$ cat config.mk
export PLATFORM = sky130hd
export DESIGN_NAME = bist_run_sequencer
export DESIGN_NICKNAME = d
export VERILOG_FILES = /design/src/rtl/bist_pkg.sv /design/src/rtl/bist_sat_counter.sv /design/src/rtl/bist_run_sequencer.sv
export SDC_FILE = /design/constraint.sdc
export NUM_CORES = 1
export LEC_CHECK = 0
export BUFFER_PORTS_ARGS = -buffer_cell sky130_fd_sc_hd__buf_2
export CORE_ASPECT_RATIO = 0.7
export CORE_UTILIZATION = 58
export CTS_CLUSTER_DIAMETER = 80
export DETAILED_ROUTE_END_ITERATION = 7
export GPL_ROUTABILITY_DRIVEN = 0
export GPL_TIMING_DRIVEN = 0
export PLACE_DENSITY = 0.79
export SYNTH_ARGS = -nofsm -noshare
export SYNTH_HDL_FRONTEND = slang
export SYNTH_SLANG_ARGS = --single-unit
$ cat constraint.sdc
create_clock -name clk -period 2.58 [get_ports clk]
set_input_delay 0.516 -clock clk [delete_from_list [all_inputs] [get_ports clk]]
set_output_delay 0.516 -clock clk [all_outputs]
set_load 0.005 [all_outputs]
$ cat src/rtl/bist_pkg.sv
// Shared types and defaults for the BIST run sequencer: FSM state encoding,
// default session timing and the run-counter width.
package bist_pkg;

    typedef enum logic [2:0] {
        IDLE   = 3'd0,
        ARM    = 3'd1,
        WAIT   = 3'd2,
        GAP    = 3'd3,
        FINISH = 3'd4
    } state_t;

    localparam int BIST_ARM_CYCLES     = 2;
    localparam int BIST_GAP_CYCLES     = 4;
    // Comfortably above 2000 patterns x 58 cycles per BIST session.
    localparam int BIST_TIMEOUT_CYCLES = 131072;
    localparam int BIST_RUN_W          = 8;

endpackage

$ cat src/rtl/bist_sat_counter.sv
// Saturating up-counter with synchronous clear and count enable.
// Holds at all-ones instead of wrapping.
module bist_sat_counter #(
    parameter int W = 8
) (
    input  logic         clk,
    input  logic         rst,
    input  logic         clr,
    input  logic         en,
    output logic [W-1:0] count
);

    always_ff @(posedge clk or negedge rst) begin
        if (!rst) begin
            count <= '0;
        end else if (clr) begin
            count <= '0;
        end else if (en && (count != '1)) begin
            count <= count + 1'b1;
        end
    end

endmodule

$ cat src/rtl/bist_run_sequencer.sv
// Host-side BIST session sequencer: arms the chip BIST, waits for bistdone under a
// watchdog and tallies results. Define BIST_FAIL_STOP_EN to stop after the first failing run.
module bist_run_sequencer
    import bist_pkg::*;
#(
    parameter int ARM_CYCLES     = BIST_ARM_CYCLES,
    parameter int GAP_CYCLES     = BIST_GAP_CYCLES,
    parameter int TIMEOUT_CYCLES = BIST_TIMEOUT_CYCLES,
    parameter int RUN_W          = BIST_RUN_W
) (
    input  logic             clk,
    input  logic             rst,
    input  logic             start,
    input  logic [RUN_W-1:0] run_count,
    output logic             busy,
    output logic             done,
    output logic             all_pass,
    output logic [RUN_W-1:0] pass_cnt,
    output logic [RUN_W-1:0] fail_cnt,
    output logic             timeout_err,
    output logic             bist_rst,
    output logic             bistmode,
    input  logic             bistdone,
    input  logic             bistpass
);

    localparam int PH_MAX = (ARM_CYCLES > GAP_CYCLES) ? ARM_CYCLES : GAP_CYCLES;
    localparam int PH_W   = $clog2(PH_MAX + 1);
    localparam int WD_W   = $clog2(TIMEOUT_CYCLES + 1);

    state_t           state_reg;
    state_t           state_next;
    logic [PH_W-1:0]  phase_reg;
    logic [WD_W-1:0]  wdog_reg;
    logic [RUN_W-1:0] runs_target_reg;
    logic [RUN_W-1:0] runs_done;
    logic             bistdone_reg;

    logic start_acc;
    logic done_edge;
    logic in_wait;
    logic run_pass;
    logic run_fail;
    logic run_end;
    logic wd_expire;
    logic arm_last;
    logic gap_last;
    logic more_runs;
    logic stop_early;

    assign start_acc = (state_reg == IDLE) && start;
    assign done_edge = bistdone && !bistdone_reg;
    assign in_wait   = (state_reg == WAIT);
    // A bistdone edge in the final watchdog cycle still counts as a completed run.
    assign wd_expire = in_wait && !done_edge && (wdog_reg == WD_W'(TIMEOUT_CYCLES - 1));
    assign run_pass  = in_wait && done_edge && bistpass;
    assign run_fail  = (in_wait && done_edge && !bistpass) || wd_expire;
    assign run_end   = (in_wait && done_edge) || wd_expire;
    assign arm_last  = (phase_reg == PH_W'(ARM_CYCLES - 1));
    assign gap_last  = (phase_reg == PH_W'(GAP_CYCLES - 1));
    assign more_runs = (runs_done < runs_target_reg);

`ifdef BIST_FAIL_STOP_EN
    assign stop_early = (fail_cnt != '0);
`else
    assign stop_early = 1'b0;
`endif

    always_comb begin
        state_next = state_reg;
        case (state_reg)
            IDLE:    if (start) state_next = ARM;
            ARM:     if (arm_last) state_next = WAIT;
            WAIT: begin
                if (done_edge) begin
                    state_next = GAP;
                end else if (wd_expire) begin
                    state_next = FINISH;
                end
            end
            GAP: begin
                if (gap_last) begin
                    state_next = (more_runs && !stop_early) ? ARM : FINISH;
                end
            end
            FINISH:  state_next = IDLE;
            default: state_next = IDLE;
        endcase
    end

    // Outputs are registered from state_next so they line up with the state they describe.
    always_ff @(posedge clk or negedge rst) begin
        if (!rst) begin
            state_reg       <= IDLE;
            phase_reg       <= '0;
            wdog_reg        <= '0;
            runs_target_reg <= '0;
            bistdone_reg    <= 1'b0;
            busy            <= 1'b0;
            done            <= 1'b0;
            all_pass        <= 1'b0;
            timeout_err     <= 1'b0;
            bist_rst        <= 1'b0;
            bistmode        <= 1'b0;
        end else begin
            state_reg    <= state_next;
            bistdone_reg <= bistdone;

            if ((state_next != state_reg) || ((state_reg != ARM) && (state_reg != GAP))) begin
                phase_reg <= '0;
            end else begin
                phase_reg <= phase_reg + 1'b1;
            end

            wdog_reg <= in_wait ? (wdog_reg + 1'b1) : '0;

            if (start_acc) begin
                runs_target_reg <= (run_count == '0) ? RUN_W'(1) : run_count;
                timeout_err     <= 1'b0;
                all_pass        <= 1'b0;
            end else begin
                if (wd_expire) begin
                    timeout_err <= 1'b1;
                end
                if ((state_reg == GAP) && (state_next == FINISH)) begin
                    all_pass <= (fail_cnt == '0) && !timeout_err;
                end
            end

            busy     <= (state_next != IDLE);
            done     <= (state_next == FINISH);
            bist_rst <= (state_next == ARM);
            bistmode <= (state_next == ARM) || (state_next == WAIT);
        end
    end

    bist_sat_counter #(.W(RUN_W)) u_pass_cnt (
        .clk   (clk),
        .rst   (rst),
        .clr   (start_acc),
        .en    (run_pass),
        .count (pass_cnt)
    );

    bist_sat_counter #(.W(RUN_W)) u_fail_cnt (
        .clk   (clk),
        .rst   (rst),
        .clr   (start_acc),
        .en    (run_fail),
        .count (fail_cnt)
    );

    bist_sat_counter #(.W(RUN_W)) u_runs_done (
        .clk   (clk),
        .rst   (rst),
        .clr   (start_acc),
        .en    (run_end),
        .count (runs_done)
    );

endmodule
==> results of run 1 <==
worst max-delay path by stage:
stage                            start             endpoint  slack [ps]  cells past startpoint
after floorplan           state_reg[2]  u_fail_cnt.count[1]         240                      7
after global placement    state_reg[1]  u_fail_cnt.count[1]          90                      7
after detailed placement  state_reg[2]  u_fail_cnt.count[1]          80                      7
after CTS                 state_reg[1]  u_fail_cnt.count[1]          40                      7
after global routing      state_reg[0]  u_fail_cnt.count[1]           4                      7
final                     state_reg[0]  u_fail_cnt.count[1]         100                      7
through the flow:
stage | instances | cell area (um^2) | total power (W)
final | 452 | 3690 | 0.00292
after global routing | 452 | 3690 | 0.00314
after CTS | 452 | 3680 | 0.00294
after detailed placement | 437 | 3480 | 0.00207
after global placement | 437 | 3480 | 0.00203
after floorplan | 331 | 3220 | 0.00181
worst register-to-register path: cells and delay by family, from the launching register on:
kind	cells	cell delay [ps]
and+or+nand+nor	3	930
DFF	1	440
AOI/OAI and AO/OA	1	350
muxes	1	340
buffers and inverters	2	310
cell usage in the layout, fill, tap and decap left out, types with 4 or more instances in the layout:
cell type,instances
or3_1,6
nand4_1,7
clkbuf_8,11
nor3_1,9
buf_2,33
o21ai_0,14
dfrtp_1,62
and4_1,4
o31ai_1,8
nand2_1,26
nand3_1,21
clkbuf_1,7
nor2_1,32
mux2i_1,4
nor4_1,6
xor2_1,10
or4_1,5
and3_1,8
inv_1,19
xnor2_1,12
and2_1,6
ha_1,15
a21oi_1,17
kinds of logic after synthesis:
logic type	after synthesis	synth area share [%]
AND/OR/NAND/NOR	144	23.3
XOR/XNOR	22	5.98
flip-flops	63	48.9
AO/OA/AOI/OAI	53	10.5
adder cells (fa/ha/maj)	15	5.83
buffers and inverters	29	3.84
multiplexers	5	1.59
report_power, final:
part | switching [W] | total [W] | internal (W)
clock | 0.000367 | 0.000858 | 0.000492
sequential | 0.000133 | 0.00129 | 0.00116
combinational | 0.000453 | 0.000773 | 0.000319
cell type report:
type | count | share of cell area [%]
sequential | 63 | 42.7
multi-input combinational | 239 | 41.4
timing repair buffer | 35 | 4.88
clock buffer | 12 | 4.20
tap | 72 | 2.44
inverter | 19 | 1.93
buffer | 9 | 1.32
clock inverter | 3 | 1.15
cell usage after synthesis (7+ instances only):
library cell / count / area share, %
a21oi_1: 17 / 2.6
ha_1: 15 / 5.8
clkbuf_1: 7 / 0.82
dfrtp_1: 63 / 49
inv_1: 19 / 2.2
nand3_1: 21 / 3.3
nor3_1: 9 / 1.4
xor2_1: 10 / 2.7
o31ai_1: 8 / 1.9
nand2_1: 26 / 3.0
nand4_1: 7 / 1.4
and3_1: 8 / 1.6
nor2_1: 33 / 3.8
o21ai_0: 14 / 2.2
xnor2_1: 12 / 3.3
routing by layer:
metal,part of all wire (%),vias to the layer above,routed length (um)
met2,44,65,3010
met5,0,-,0
met1,49,1248,3360
met3,5.3,14,365
met4,1.7,0,119
li1,-,1270,-
what timing repair did:
| action | CTS | global route |
|---|---|---|
| setup endpoints to repair | 0 | 3 |
| hold buffers | 0 | 0 |
| resized for setup | 0 | 3 |
| buffers inserted | 0 | 1 |
==> results.cfg, run 1 <==
[status]
status = finished clean

[routing]
first_iter_violations = 194
num_vias = 2597
ant_nets = 0
finalWirelength_um = 6860
vias_per_cell = 5.75
wl_per_cell_um = 15.2
route.detailed.drc = 0
first_pass_iters = 4

[timing]
slew_headroom_pct = 49.6
hold_viol = 0
whs_ps = 246
tightestPinTransition_ps = 756
fin_ws_ps = 101
fin_tns_setup_ps = 0
rsz0062_at_grt = false
finalCritPeriodShare_pct = 96.1
clock_skew_ps = 7.52
drv_slew = 0
finalCriticalPeriod_ps = 2480
fmax_ghz = 0.403
setup_violations = 0

[setup_path]
critPathMostFrequentCell = buf_6
arrival_ps = 2710
crit_path_start_kind = flop
endpoint_kind = flop
critPathTopFamily = simple AND/OR/NAND/NOR gates
r2r_end = u_fail_cnt.count[1]
slowest_delay_ps = 440
reg2reg_slack_ps = 100
reg2reg_depth = 7
path_class = reg -> reg
required_ps = 2810
critPathBufInv = 2
timing.rr.start = state_reg[0]
path_cells = or3b_1 > buf_6 > or3_4 > o32a_4 > buf_6 > nor2_2 > mux2_1
critPathMaxFanout = 10
cp_slowest_cell = dfrtp_1

[clock_tree]
clkLatencyLatePin_ps = 350
clock-root-buffer = clkbuf_8
path_clk_slew_ps = 70
clockBufferDepth = 2
clock-sinks = 63
cts_buffers = 9
cts-htree-levels = 3
cts_tree = yes

[yosys]
synth_edf_count = 0
synth_area_um2 = 3220
synth-seq-cells = 63
synth.avg_cell_area_um2 = 9.73
synthArstFlopShare_pct = 100
synth_seq_area_share_pct = 48.9
syn_inst = 331
synth_cell_type_count = 46
syn_nets = 359
yosys_warnings = 0
ys.flop_type = dfrtp_1

[global_route]
grt_antenna_before_repair = 0
met2_usage_pct = 36.8
track_usage_pct = 26.3
grt_util_met3_pct = 7.50
first_global_vias = 2431
grt_max_degree = 64
overflow = 0
grt_pass1_wl_um = 11600
top_usage_layer = met1
use_met1_pct = 38.1

[floorplanning]
fp.coreArea_um2 = 5290
io_pins = 35
die_area_um2 = 5860
die_y_um = 64.4
die_x_um = 91.1
initial_utilization_pct = 61.0
rows = 22

[finish]
fin_util_pct = 69.9
nets = 404
fillCellCount = 405
diodes = 0
seqCellArea_um2 = 1580
drive_gt1_share_pct = 15.3
multi_input_area_um2 = 1530
syn_to_final_growth_pct = 14.7
largest_reg_flops = 18

[place]
detailed_place_hpwl_um = 4720
pre_cts_ws_ps = 81.3
place.port_buffers = 34

[flow_run]
cap_violations = 0

[power_and_ir_drop]
vdd_drop_max_v = 0.000409
power_density_nw_per_um2 = 791
leakage_nw = 1.68

[worst_hold_path]
hp-class = in -> async
No activity file was read; power rests on OpenSTA's default activity.
==> run 2, diff against run 1 <==
--- a/config.mk
+++ b/config.mk
@@ -12,6 +12,7 @@
 export DETAILED_ROUTE_END_ITERATION = 7
 export GPL_ROUTABILITY_DRIVEN = 0
 export GPL_TIMING_DRIVEN = 0
+export MAX_ROUTING_LAYER = met4
 export PLACE_DENSITY = 0.79
 export SYNTH_ARGS = -nofsm -noshare
 export SYNTH_HDL_FRONTEND = slang
==> results.cfg, run 2 (synthesized netlist as in run 1, its figures left out) <==
[status]
status = finished clean

[floorplanning]
die_x_um = 91.1
rows = 22
io_pins = 35
die_area_um2 = 5860
die_y_um = 64.4
fp.coreArea_um2 = 5290
initial_utilization_pct = 61.0

[place]
dp.cells = 437
pre_cts_ws_ps = 81.3
place.port_buffers = 34
detailed_place_hpwl_um = 4720

[finish]
final_common_cell = dfrtp_1
drive_gt1_share_pct = 15.3
diodes = 0
syn_to_final_growth_pct = 14.7
final_cells = 452
layout_common_cells = dfrtp_1, buf_2, nor2_1, nand2_1, nand3_1
largest_reg_flops = 18
nets = 404

[routing]
num_vias = 2606
ant_nets = 0
wl_per_cell_um = 15.1
first_pass_iters = 4
route.detailed.drc = 0
first_iter_violations = 190
finalWirelength_um = 6840
vias_per_cell = 5.77

[timing]
fin_ws_ps = 102
finalCritPeriodShare_pct = 96.0
tightestPinTransition_ps = 754
rsz0062_at_grt = false
setup_violations = 0
fin_tns_setup_ps = 0
hold_viol = 0
slew_headroom_pct = 49.7
drv_slew = 0
clock_skew_ps = 7.58
fmax_ghz = 0.404
finalCriticalPeriod_ps = 2480
whs_ps = 250

[global_route]
grt_pass1_wl_um = 11600
first_global_vias = 2435
grt_antenna_before_repair = 0
overflow = 0
track_usage_pct = 27.0
grt_max_degree = 64

[setup_path]
cp_slowest_cell = dfrtp_1
crit_path_start_kind = flop
path_class = reg -> reg
required_ps = 2810
critPathMostFrequentCell = buf_6
slowest_delay_ps = 430
arrival_ps = 2710
endpoint_kind = flop
critPathMaxFanout = 10
path_cells = or3b_1 > buf_6 > or3_4 > o32a_4 > buf_6 > nor2_2 > mux2_1

[clock_tree]
path_clk_slew_ps = 70
clockBufferDepth = 2
clkLatencyLatePin_ps = 350
cts_buffers = 9
cts-htree-levels = 3
clock-sinks = 63
clock-root-buffer = clkbuf_8
cts_tree = yes

[power_and_ir_drop]
finalPower_w = 0.00292
leakage_nw = 1.68
vdd_drop_max_v = 0.000410
power_density_nw_per_um2 = 791

[flow_run]
cap_violations = 0

[worst_hold_path]
hp-class = in -> async
==> run 2: cell counts in the layout (fill, tap and decap cells not counted) <==
No cell type changed its count.
==> run 2: where the power goes <==
| part | internal [W] | leakage [nW] | switching (W) | total, W |
|---|---|---|---|---|
| clock network | 0.000492 | 0.0985 | 0.000365 | 0.000856 |
| logic | 0.000319 | 0.742 | 0.000453 | 0.000772 |
| registers | 0.00116 | 0.843 | 0.000132 | 0.00129 |
| total | 0.00197 | 1.68 | 0.000949 | 0.00292 |
==> run 2: critical path: cells and delay by family (launching register included) <==
family | cells | cell delay [ps]
flip-flops | 1 | 430
multiplexers | 1 | 340
buffers and inverters | 2 | 310
AND/OR/NAND/NOR | 3 | 930
AO/OA/AOI/OAI | 1 | 350
==> run 2: layer usage <==
layer,global-route usage [%],up-vias,wire [um],share of wire [%]
met3,7.50,14,393,5.7
met2,36.8,73,2990,44
met1,38.1,1254,3340,49
met5,-,-,0,0
li1,-,1265,-,-
met4,10.9,0,110,1.6
==> run 2: timing repair <==
item | 4_1_cts | 5_1_grt
resized for setup | 0 | 3
hold endpoints to repair | 0 | 0
buffers inserted | 0 | 1
setup endpoints to repair | 0 | 3
hold buffers | 0 | 0
==> run 2: cell type report <==
class,count,area (um^2)
tap,72,90.1
inverter,19,71.3
clock buffer,12,155
fill,405,1590
clock inverter,3,42.5
buffer,9,48.8
timing repair buffer,35,180
sequential,63,1580
multi-input combinational,239,1530
==> run 2: path summary, 6_finish.rpt <==
check,depth (start not counted),startpoint,end,slack [ps]
max in group asynchronous,1,rst,state_reg[1],1800
min in group clk,1,bistdone,bistdone_reg,290
min reg2reg,1,phase_reg[0],phase_reg[0],490
min,1,rst,wdog_reg[4],250
max reg2reg,7,state_reg[0],u_fail_cnt.count[1],100
max,7,state_reg[0],u_fail_cnt.count[1],100
==> run 2: stage by stage <==
step | instance area, um^2 | utilization, %
after floorplan | 3220 | -
after global placement | 3480 | 65.9
after detailed placement | 3480 | 65.9
after CTS | 3680 | 69.7
after global routing | 3690 | 69.9
final | 3690 | 69.9
